### src/rtl/bus_demux4_capture.sv
// Bus receiver: samples the shared bus on an accepted load and writes the word
// into one of four destination registers one cycle later, with loaded/write status.
module bus_demux4_capture #(
  parameter int unsigned          WIDTH     = 32,
  parameter logic [WIDTH-1:0]     RESET_VAL = '0
) (
  input  logic             clk,
  input  logic             clr,
  input  logic [WIDTH-1:0] bus_in,
  input  logic [1:0]       select,
  input  logic             load,
  input  logic             enable,
  input  logic [3:0]       flag_clr,
  output logic [WIDTH-1:0] q0,
  output logic [WIDTH-1:0] q1,
  output logic [WIDTH-1:0] q2,
  output logic [WIDTH-1:0] q3,
  output logic [3:0]       loaded,
  output logic             wr_valid,
  output logic [1:0]       wr_sel,
  output logic             overwrite
);

  localparam int unsigned NUM_DEST = 4;

  logic                               accept_c;
  logic                               hold_valid_q, hold_valid_d;
  logic [1:0]                         hold_sel_q,   hold_sel_d;
  logic [WIDTH-1:0]                   hold_data_q,  hold_data_d;
  logic [NUM_DEST-1:0][WIDTH-1:0]     dest_q,       dest_d;
  logic [NUM_DEST-1:0]                loaded_q,     loaded_d;
  logic                               wr_valid_q,   wr_valid_d;
  logic [1:0]                         wr_sel_q,     wr_sel_d;
  logic                               overwrite_q,  overwrite_d;

  assign accept_c = load & enable;

  // Capture stage and write stage next-state; a write to i beats flag_clr[i].
  always_comb begin
    hold_valid_d = accept_c;
    hold_sel_d   = hold_sel_q;
    hold_data_d  = hold_data_q;
    dest_d       = dest_q;
    loaded_d     = loaded_q & ~flag_clr;
    wr_valid_d   = hold_valid_q;
    wr_sel_d     = wr_sel_q;
    overwrite_d  = 1'b0;
    if (accept_c) begin
      hold_sel_d  = select;
      hold_data_d = bus_in;
    end
    if (hold_valid_q) begin
      dest_d[hold_sel_q]   = hold_data_q;
      loaded_d[hold_sel_q] = 1'b1;
      wr_sel_d             = hold_sel_q;
      overwrite_d          = loaded_q[hold_sel_q] & ~flag_clr[hold_sel_q];
    end
  end

  always_ff @(posedge clk) begin
    if (clr) begin
      hold_valid_q <= 1'b0;
      hold_sel_q   <= 2'b00;
      hold_data_q  <= '0;
      dest_q       <= {NUM_DEST{RESET_VAL}};
      loaded_q     <= '0;
      wr_valid_q   <= 1'b0;
      wr_sel_q     <= 2'b00;
      overwrite_q  <= 1'b0;
    end else begin
      hold_valid_q <= hold_valid_d;
      hold_sel_q   <= hold_sel_d;
      hold_data_q  <= hold_data_d;
      dest_q       <= dest_d;
      loaded_q     <= loaded_d;
      wr_valid_q   <= wr_valid_d;
      wr_sel_q     <= wr_sel_d;
      overwrite_q  <= overwrite_d;
    end
  end

  assign q0        = dest_q[0];
  assign q1        = dest_q[1];
  assign q2        = dest_q[2];
  assign q3        = dest_q[3];
  assign loaded    = loaded_q;
  assign wr_valid  = wr_valid_q;
  assign wr_sel    = wr_sel_q;
  assign overwrite = overwrite_q;

endmodule

### config.mk
export PLATFORM = sky130hd
export DESIGN_NAME = bus_demux4_capture
export DESIGN_NICKNAME = d
export VERILOG_FILES = /design/src/rtl/bus_demux4_capture.sv
export SDC_FILE = /design/constraint.sdc
export NUM_CORES = 1
export LEC_CHECK = 0
export ABC_AREA = 1
export CORE_AREA = 4 4 112 141
export DETAILED_ROUTE_END_ITERATION = 12
export DIE_AREA = 0 0 116 145
export GPL_ROUTABILITY_DRIVEN = 1
export HOLD_SLACK_MARGIN = 0.03
export PLACE_DENSITY_LB_ADDON = 0.15
export SLEW_MARGIN = 15
export SYNTH_ARGS = -nofsm -noshare
export SYNTH_HDL_FRONTEND = slang
export SYNTH_SLANG_ARGS = --single-unit
### constraint.sdc
create_clock -name clk -period 1 [get_ports clk]
set_input_delay 0.3 -clock clk [delete_from_list [all_inputs] [get_ports clk]]
set_output_delay 0.3 -clock clk [all_outputs]
set_load 0.02 [all_outputs]
* Word level (Yosys, flattened, before mapping)
Cells that the tools add are included.
Word-level totals: bits in registers 171, output and inout bits 136
Cells by class: order comparisons 2, mux-type cells 10, bitwise gates (word level) 7, reductions and logical operators 2
Operator list (count):
- bitwise mux 128 bit | 1
- demux 32 bit (select 2 bit) | 1
- two-way mux 32 bit | 1
- bitwise AND 4 bit | 1
- binary-select mux 1 bit (select 2 bit) | 2
- two-way mux 4 bit | 1
- NOT 4 bit | 1
- OR 4 bit | 1
- less-than comparator 2 x 3 -> 1 bit (second input constant) | 1
- two-way mux 1 bit | 3
- bitwise AND 1 bit | 2
- demux 1 bit (select 2 bit) | 1
- greater-or-equal comparator 2 x 1 -> 1 bit (second input constant) | 1
- NOT 1 bit | 2
- OR reduction 2 bit | 1
- logical AND 1 bit | 1

* Logic depth before layout (Yosys ltp)
Gate-level depths: netlist (run 1).
depth in word-level cells 6, mapped depth 7

* Worst setup path after synthesis (run 1)
Ideal clock, no wire load.
path type register -> register, start register hold_sel_q[1], end register dest_q, in the netlist q0[10], data arrival time 1.019 ns, data required time 0.884 ns, path slack -0.134 ns, stages on the path, launching flop included 7, buffers on the path 2, clock period less this slack 1.134 ns, cells stage by stage dfxtp_1 buf_6 nor2_2 nand2_1 clkbuf_1 o21ai_0 nor2_1
On the way: longest elaborated chain between the ends 5
Ends and longest elaborated chain:
- start: declaration | RTL line 28 | logic [1:0] hold_sel_q, hold_sel_d;
- start signal: assignment | RTL line 72 | hold_sel_q <= hold_sel_d;
- less-than comparator 2 x 3 -> 1 bit (implied by the code) / greater-or-equal comparator 2 x 1 -> 1 bit (equally long branches) | RTL line 53 | dest_d[hold_sel_q] = hold_data_q;
- logical AND 1 bit (implied by the code) | RTL line 53
- two-way mux 32 bit (implied by the code) | RTL line 53
- demux 32 bit (select 2 bit) * | RTL line 53
- bitwise mux 128 bit * | RTL line 53
- end signal: assignment | RTL line 65 | dest_q <= {NUM_DEST{RESET_VAL}};
- end signal: assignment | RTL line 74 | dest_q <= dest_d;
- end: declaration | RTL line 30 | logic [NUM_DEST-1:0][WIDTH-1:0] dest_q, dest_d;
Mark *: on every way between the ends. The rest lies on a longest branch, timed or not. A chain may end at the register's enable or synchronous reset.

* Worst setup path after layout (run 1)
start register dest_q, in the netlist q1[28], end output q1[28]
RTL lines:
- end: declaration | RTL line 15 | output logic [WIDTH-1:0] q1,
No word-level cell between the ends.

==> impl_metrics.json, run 1 <==
{
  "synth_cell_type_count": 18,
  "route.detailed.drc": 0,
  "cpMaxStageDelayCell": "dfxtp_2",
  "insertedDiodeCount": 0,
  "cts_buffers": 17,
  "leakagePower_nw": 4.40,
  "path_class": "flip-flop to output port",
  "cts_htree_levels": 4,
  "yosysWarnings": 0,
  "areaGrowthSynthToFinish_pct": 62.1,
  "start_kind": "flip-flop",
  "status": "finished, violations left",
  "synthTopCellsByArea": "dfxtp_1 57%, nor2_1 21%, o21ai_0 13%",
  "core_sq_um": 14300,
  "routed_wl_um": 19200,
  "antenna_found_initial": 0,
  "pre_cts_ws_ns": -0.479,
  "period_share": 1.20,
  "overflow": 0,
  "cts_tree": "built",
  "globalplace.congestion": 0.818,
  "via_count": 5688,
  "finClkSkew_ns": 0.00966,
  "crit_arrival_ns": 0.90,
  "numPortBuffers": 177,
  "hold_path_class": "flip-flop to flip-flop",
  "io_pins": 178,
  "synth_common_cells": "327 x nor2_1, 171 x dfxtp_1, 158 x o21ai_0, 22 x buf_2, 16 x clkbuf_1",
  "critPathMaxStageDelay_ns": 0.36,
  "grt_pass1_vias": 5314,
  "die_area_sq_um": 16800,
  "synth_area_sq_um": 5970,
  "fillCellCount": 1176,
  "synth_cells": 759,
  "async_flop_share": 0,
  "power.ir.vdd_worst_mv": 1.57,
  "rsz0062_at_grt": "yes",
  "cp_top_family": "flip-flops",
  "grt_pass1_wl_um": 29200,
  "ys_seq_elements": 171,
  "cts_buffer_depth": 2,
  "antenna_left": 0,
  "cp.required_ns": 0.70,
  "start_util": 0.416,
  "wl_per_cell_um": 16.6,
  "violations": "negative setup slack",
  "die_w_um": 116,
  "synth-edff-count": 0,
  "synth_top_area_frac": 0.574,
  "synth_seq_area_share": 0.574,
  "rows": 49,
  "tns_ns": -43.48,
  "p_per_area_nw_per_um2": 1650,
  "synth_area_per_cell_sq_um": 7.86,
  "vias_per_cell": 4.91,
  "die_y_um": 145,
  "setup_viol": 274,
  "cts_num_sinks": 171,
  "drt-pass1-iter-count": 4,
  "cts_hold_buf": 0,
  "min_period_ns": 1.20,
  "synth_flop_cell": "dfxtp_1",
  "yosysMostFrequentCell": "nor2_1",
  "finalMaxSlewViolations": 0,
  "cp_num_buf_inv": 1,
  "critPathCaptureType": "output port",
  "grt_usage": 0.223,
  "crit_path_cell_trace": "buf_6",
  "fmax_ghz": 0.832,
  "nets": 1009,
  "cp_max_fo": 2,
  "drive_gt1_frac": 0.437,
  "worst_slack_ns": -0.203,
  "syn-num-nets": 801,
  "dp_hpwl_um": 12700,
  "cts_root_buf": "clkbuf_16",
  "synth_top_area_cell": "dfxtp_1",
  "drv_cap": 0,
  "final_hold_viol_count": 0,
  "slew_headroom": 0.784,
  "clk_latency_ns": 0.43,
  "first_iter_violations": 373,
  "tightest_slew_ns": 0.323,
  "clkTransAtPathRegs_ns": 0.06,
  "grt_max_degree": 45
}
-- worst min-delay path, stage by stage, from the launching register on --
cell and delay (ns):
dfxtp_2 0.33, nand2_1 0.06, a21oi_1 0.05
-- cell type report --
type / instances / area [sq um] / area share
flip-flops and latches: 171 / 3600 / 0.373
multi-input cells: 523 / 2380 / 0.246
clock buffers: 22 / 474 / 0.0490
well taps: 178 / 223 / 0.0230
repair buffers: 240 / 2740 / 0.283
clock inverters: 10 / 186 / 0.0193
inverters: 14 / 65.1 / 0.00673
-- registers in the layout (all words and copies together) (netlist names) --
name,count
loaded,4
wr_valid,1
q3,32
wr_sel,2
q0,32
hold_sel_q,2
overwrite,1
hold_data_q,32
q1,32
hold_valid_q,1
q2,32
-- power by group --
group	internal [W]	leakage, nW	total, W	switching (W)
clock	0.00464	0.325	0.00729	0.00264
combinational	0.000670	2.62	0.00133	0.000658
sequential	0.00704	1.46	0.00732	0.000275
total	0.0124	4.40	0.0159	0.00358
-- cells in the final DEF (no fill, tap or decap), drive strengths merged --
cell type / synthesis / routed
a21oi: 8 / 8
buf: 31 / 195
bufinv: 0 / 5
clkbuf: 20 / 26
clkdlybuf4s50: 0 / 41
clkinv: 0 / 4
dfxtp: 171 / 171
inv: 14 / 15
nand2: 16 / 16
nand3: 6 / 6
nor2: 331 / 331
o21ai: 162 / 162
-- routing by layer --
metal / track usage / up-vias / routed length [um]
met5: 0 / - / 0
met4: 0.0998 / 0 / 575
met3: 0.0625 / 32 / 1360
met2: 0.370 / 213 / 9810
met1: 0.266 / 2593 / 7500
li1: - / 2850 / -
-- through the flow --
stage / instance area (sq um) / total power, W / std cells / utilization / hold slack, ns
2_1_floorplan: 6040 / 0.00796 / 759 / - / 0.462
3_3_place_gp: 8160 / 0.00862 / 1104 / 0.569 / 0.461
3_5_place_dp: 8160 / 0.00863 / 1104 / 0.569 / 0.469
4_1_cts: 9450 / 0.0160 / 1149 / 0.658 / 0.477
5_1_grt: 9670 / 0.0165 / 1158 / 0.674 / 0.486
6_report: 9670 / 0.0159 / 1158 / 0.674 / 0.476
-- kinds of logic (layout without fill, tap and decap cells) --
logic type | Yosys count | after routing | share of synthesized area
simple gates | 353 | 353 | 0.229
compound gates | 170 | 170 | 0.143
buf+inv | 65 | 286 | 0.0545
flops | 171 | 171 | 0.574
-- worst paths after layout --
path                      start   endpoint  slack [ns]  depth (start not counted)
setup / recovery         q1[28]     q1[28]       -0.20                          1
hold / removal        wr_sel[0]  wr_sel[0]        0.48                          2
setup reg to reg  hold_sel_q[1]     q1[11]       -0.20                          7
hold reg to reg       wr_sel[0]  wr_sel[0]        0.48                          2
-- repair_timing --
item                       CTS  global route
gates resized for setup    998            47
gates cloned                 3             5
pin swaps                    4             2
setup endpoints to repair  270           299
setup buffers               10             4
Note: power is estimated with default switching activity, not from simulation.
==> run 2, diff against run 1 <==
--- a/config.mk
+++ b/config.mk
@@ -6,9 +6,9 @@
 export NUM_CORES = 1
 export LEC_CHECK = 0
 export ABC_AREA = 1
-export CORE_AREA = 4 4 112 141
+export CORE_AREA = 2 2 110 139
 export DETAILED_ROUTE_END_ITERATION = 12
-export DIE_AREA = 0 0 116 145
+export DIE_AREA = 0 0 112 141
 export GPL_ROUTABILITY_DRIVEN = 1
 export HOLD_SLACK_MARGIN = 0.03
 export PLACE_DENSITY_LB_ADDON = 0.15
==> impl_metrics.json, run 2 (same netlist as run 1, synthesis figures left out) <==
{
  "areaGrowthSynthToFinish_pct": 74.1,
  "tightest_slew_ns": 0.437,
  "clk_latency_ns": 0.43,
  "cts_buffer_depth": 2,
  "clkTransAtPathRegs_ns": 0.06,
  "rsz0062_at_grt": "yes",
  "fillCellCount": 1151,
  "cp_top_family": "simple AND/OR/NAND/NOR gates",
  "dp_hpwl_um": 12200,
  "seq_power_share": 0.460,
  "p_sw_w": 0.00392,
  "cts_num_sinks": 171,
  "drt-pass1-iter-count": 5,
  "insertedDiodeCount": 0,
  "crit_end": "q2[29]",
  "setup_viol": 269,
  "critPathCaptureType": "flip-flop",
  "antenna_left": 0,
  "cts_buffers": 17,
  "die_area_sq_um": 15800,
  "hold_path_class": "primary input to flip-flop",
  "cp.required_ns": 1.32,
  "drv_cap": 0,
  "route.detailed.drc": 0,
  "cts_htree_levels": 4,
  "final_hold_viol_count": 0,
  "globalplace.congestion": 0.885,
  "final_common_cell": "nor2_1",
  "first_iter_violations": 293,
  "reg2reg_depth": 7,
  "rows": 50,
  "start_kind": "flip-flop",
  "leakagePower_nw": 4.56,
  "overflow": 0,
  "status": "finished, violations left",
  "finalMaxSlewViolations": 0,
  "grt_pass1_vias": 5500,
  "crit_path_start": "hold_sel_q[1]",
  "r2r_end": "q2[29]",
  "fmax_ghz": 0.792,
  "crit_path_cell_trace": "buf_6 > nand2_4 > nor2_4 > inv_4 > buf_12 > nor2_1 > nor2_1",
  "p_comb_frac": 0.098,
  "finalPower_w": 0.0160,
  "swShare": 0.244,
  "cpMaxStageDelayCell": "dfxtp_4",
  "path_class": "flip-flop to flip-flop",
  "nets": 1018,
  "r2r_setup_slack_ns": -0.26,
  "most-common-layout-cells": "207 x nor2_1, 143 x buf_6, 131 x dfxtp_2, 97 x o21ai_0, 75 x nor2_2",
  "grt_usage": 0.242,
  "final_core_utilization": 0.710,
  "core_sq_um": 14600,
  "antenna_found_initial": 0,
  "cts_tree": "built",
  "clock_power_share": 0.441,
  "die_w_um": 112,
  "cp_max_fo": 12,
  "violations": "negative setup slack",
  "tns_ns": -51.85,
  "grt_pass1_wl_um": 29600,
  "wl_per_cell_um": 17.9,
  "finClkSkew_ns": 0.00576,
  "r2r-start": "hold_sel_q[1]",
  "start_util": 0.408,
  "io_pins": 178,
  "vias_per_cell": 5.04,
  "worst_slack_ns": -0.263,
  "power.ir.vdd_worst_mv": 1.16,
  "critPathMaxStageDelay_ns": 0.38,
  "crit_arrival_ns": 1.58,
  "path_depth": 7,
  "die_y_um": 141,
  "drive_gt1_frac": 0.537,
  "cts_root_buf": "clkbuf_16",
  "numPortBuffers": 177,
  "p_per_area_nw_per_um2": 1540,
  "cp_num_buf_inv": 3,
  "p_int_w": 0.0121,
  "min_period_ns": 1.26,
  "period_share": 1.26,
  "via_count": 5900,
  "path_common_cell": "nor2_1",
  "slew_headroom": 0.708,
  "grt_max_degree": 41,
  "routed_wl_um": 21000
}
[run 2: changes by cell type in the layout (fill, tap and decap cells not counted), sizes merged]
cell | before | now
clkinvlp | 0 | 3
dlymetal6s2s | 0 | 1
bufinv | 5 | 4
buf | 195 | 200
clkdlybuf4s50 | 41 | 40
clkinv | 4 | 7
clkbuf | 26 | 25
[run 2: timing repair]
action | in CTS | in global routing
resized for setup | 1041 | 209
cloned | 5 | 8
setup buffers | 10 | 12
setup endpoints to repair | 297 | 304
pin swaps | 7 | 19
hold buffers | 0 | 0
[run 2: worst min-delay path by stage]
stage | from | end | slack (ns) | cells after the start
floorplan | flag_clr[2] | loaded[2] | 0.46 | 3
finish | clr | loaded[1] | 0.39 | 3
CTS | wr_sel[0] | wr_sel[0] | 0.47 | 2
detailed placement | wr_sel[0] | wr_sel[0] | 0.46 | 2
global placement | wr_sel[0] | wr_sel[0] | 0.46 | 2
global route | clr | loaded[1] | 0.39 | 3
[run 2: power groups by stage]
stage | sequential, W | clock, W | combinational (W)
3_5_place_dp | 0.00740 | 0 | 0.00123
6_report | 0.00738 | 0.00707 | 0.00157
5_1_grt | 0.00740 | 0.00746 | 0.00169
2_1_floorplan | 0.00746 | 0 | 0.000499
4_1_cts | 0.00731 | 0.00715 | 0.00136
3_3_place_gp | 0.00740 | 0 | 0.00122
[run 2: through the flow]
step | std cells | setup slack, ns | area [sq um] | hold slack (ns)
after floorplan | 759 | -0.0894 | 6040 | 0.462
after CTS | 1153 | -0.230 | 9620 | 0.472
after global routing | 1171 | -0.312 | 10400 | 0.386
after global placement | 1106 | -0.472 | 8190 | 0.458
final | 1171 | -0.263 | 10400 | 0.394
after detailed placement | 1106 | -0.482 | 8190 | 0.458
[run 2: layout make-up]
cell class	count	area, sq um	share of cell area
Clock inverter	14	193	0.0185
Inverter	14	90.1	0.00867
Multi-Input combinational cell	523	2830	0.273
Clock buffer	18	439	0.0423
Tap cell	182	228	0.0219
Timing Repair Buffer	248	2980	0.287
Sequential cell	171	3620	0.348
Timing Repair inverter	1	5.00	0.000482
[run 2: layer usage]
metal / GRT usage / part of all wire
met2: 0.411 / 0.54
met3: 0.0735 / 0.070
met1: 0.281 / 0.38
met5: 0 / 0
met4: 0.106 / 0.016
[run 2: worst reg2reg max path: stages (launching register included)]
cell	delay [ns]
dfxtp_4	0.38
buf_6	0.11
nand2_4	0.07
nor2_4	0.19
inv_4	0.09
buf_12	0.16
nor2_1	0.10
nor2_1	0.06
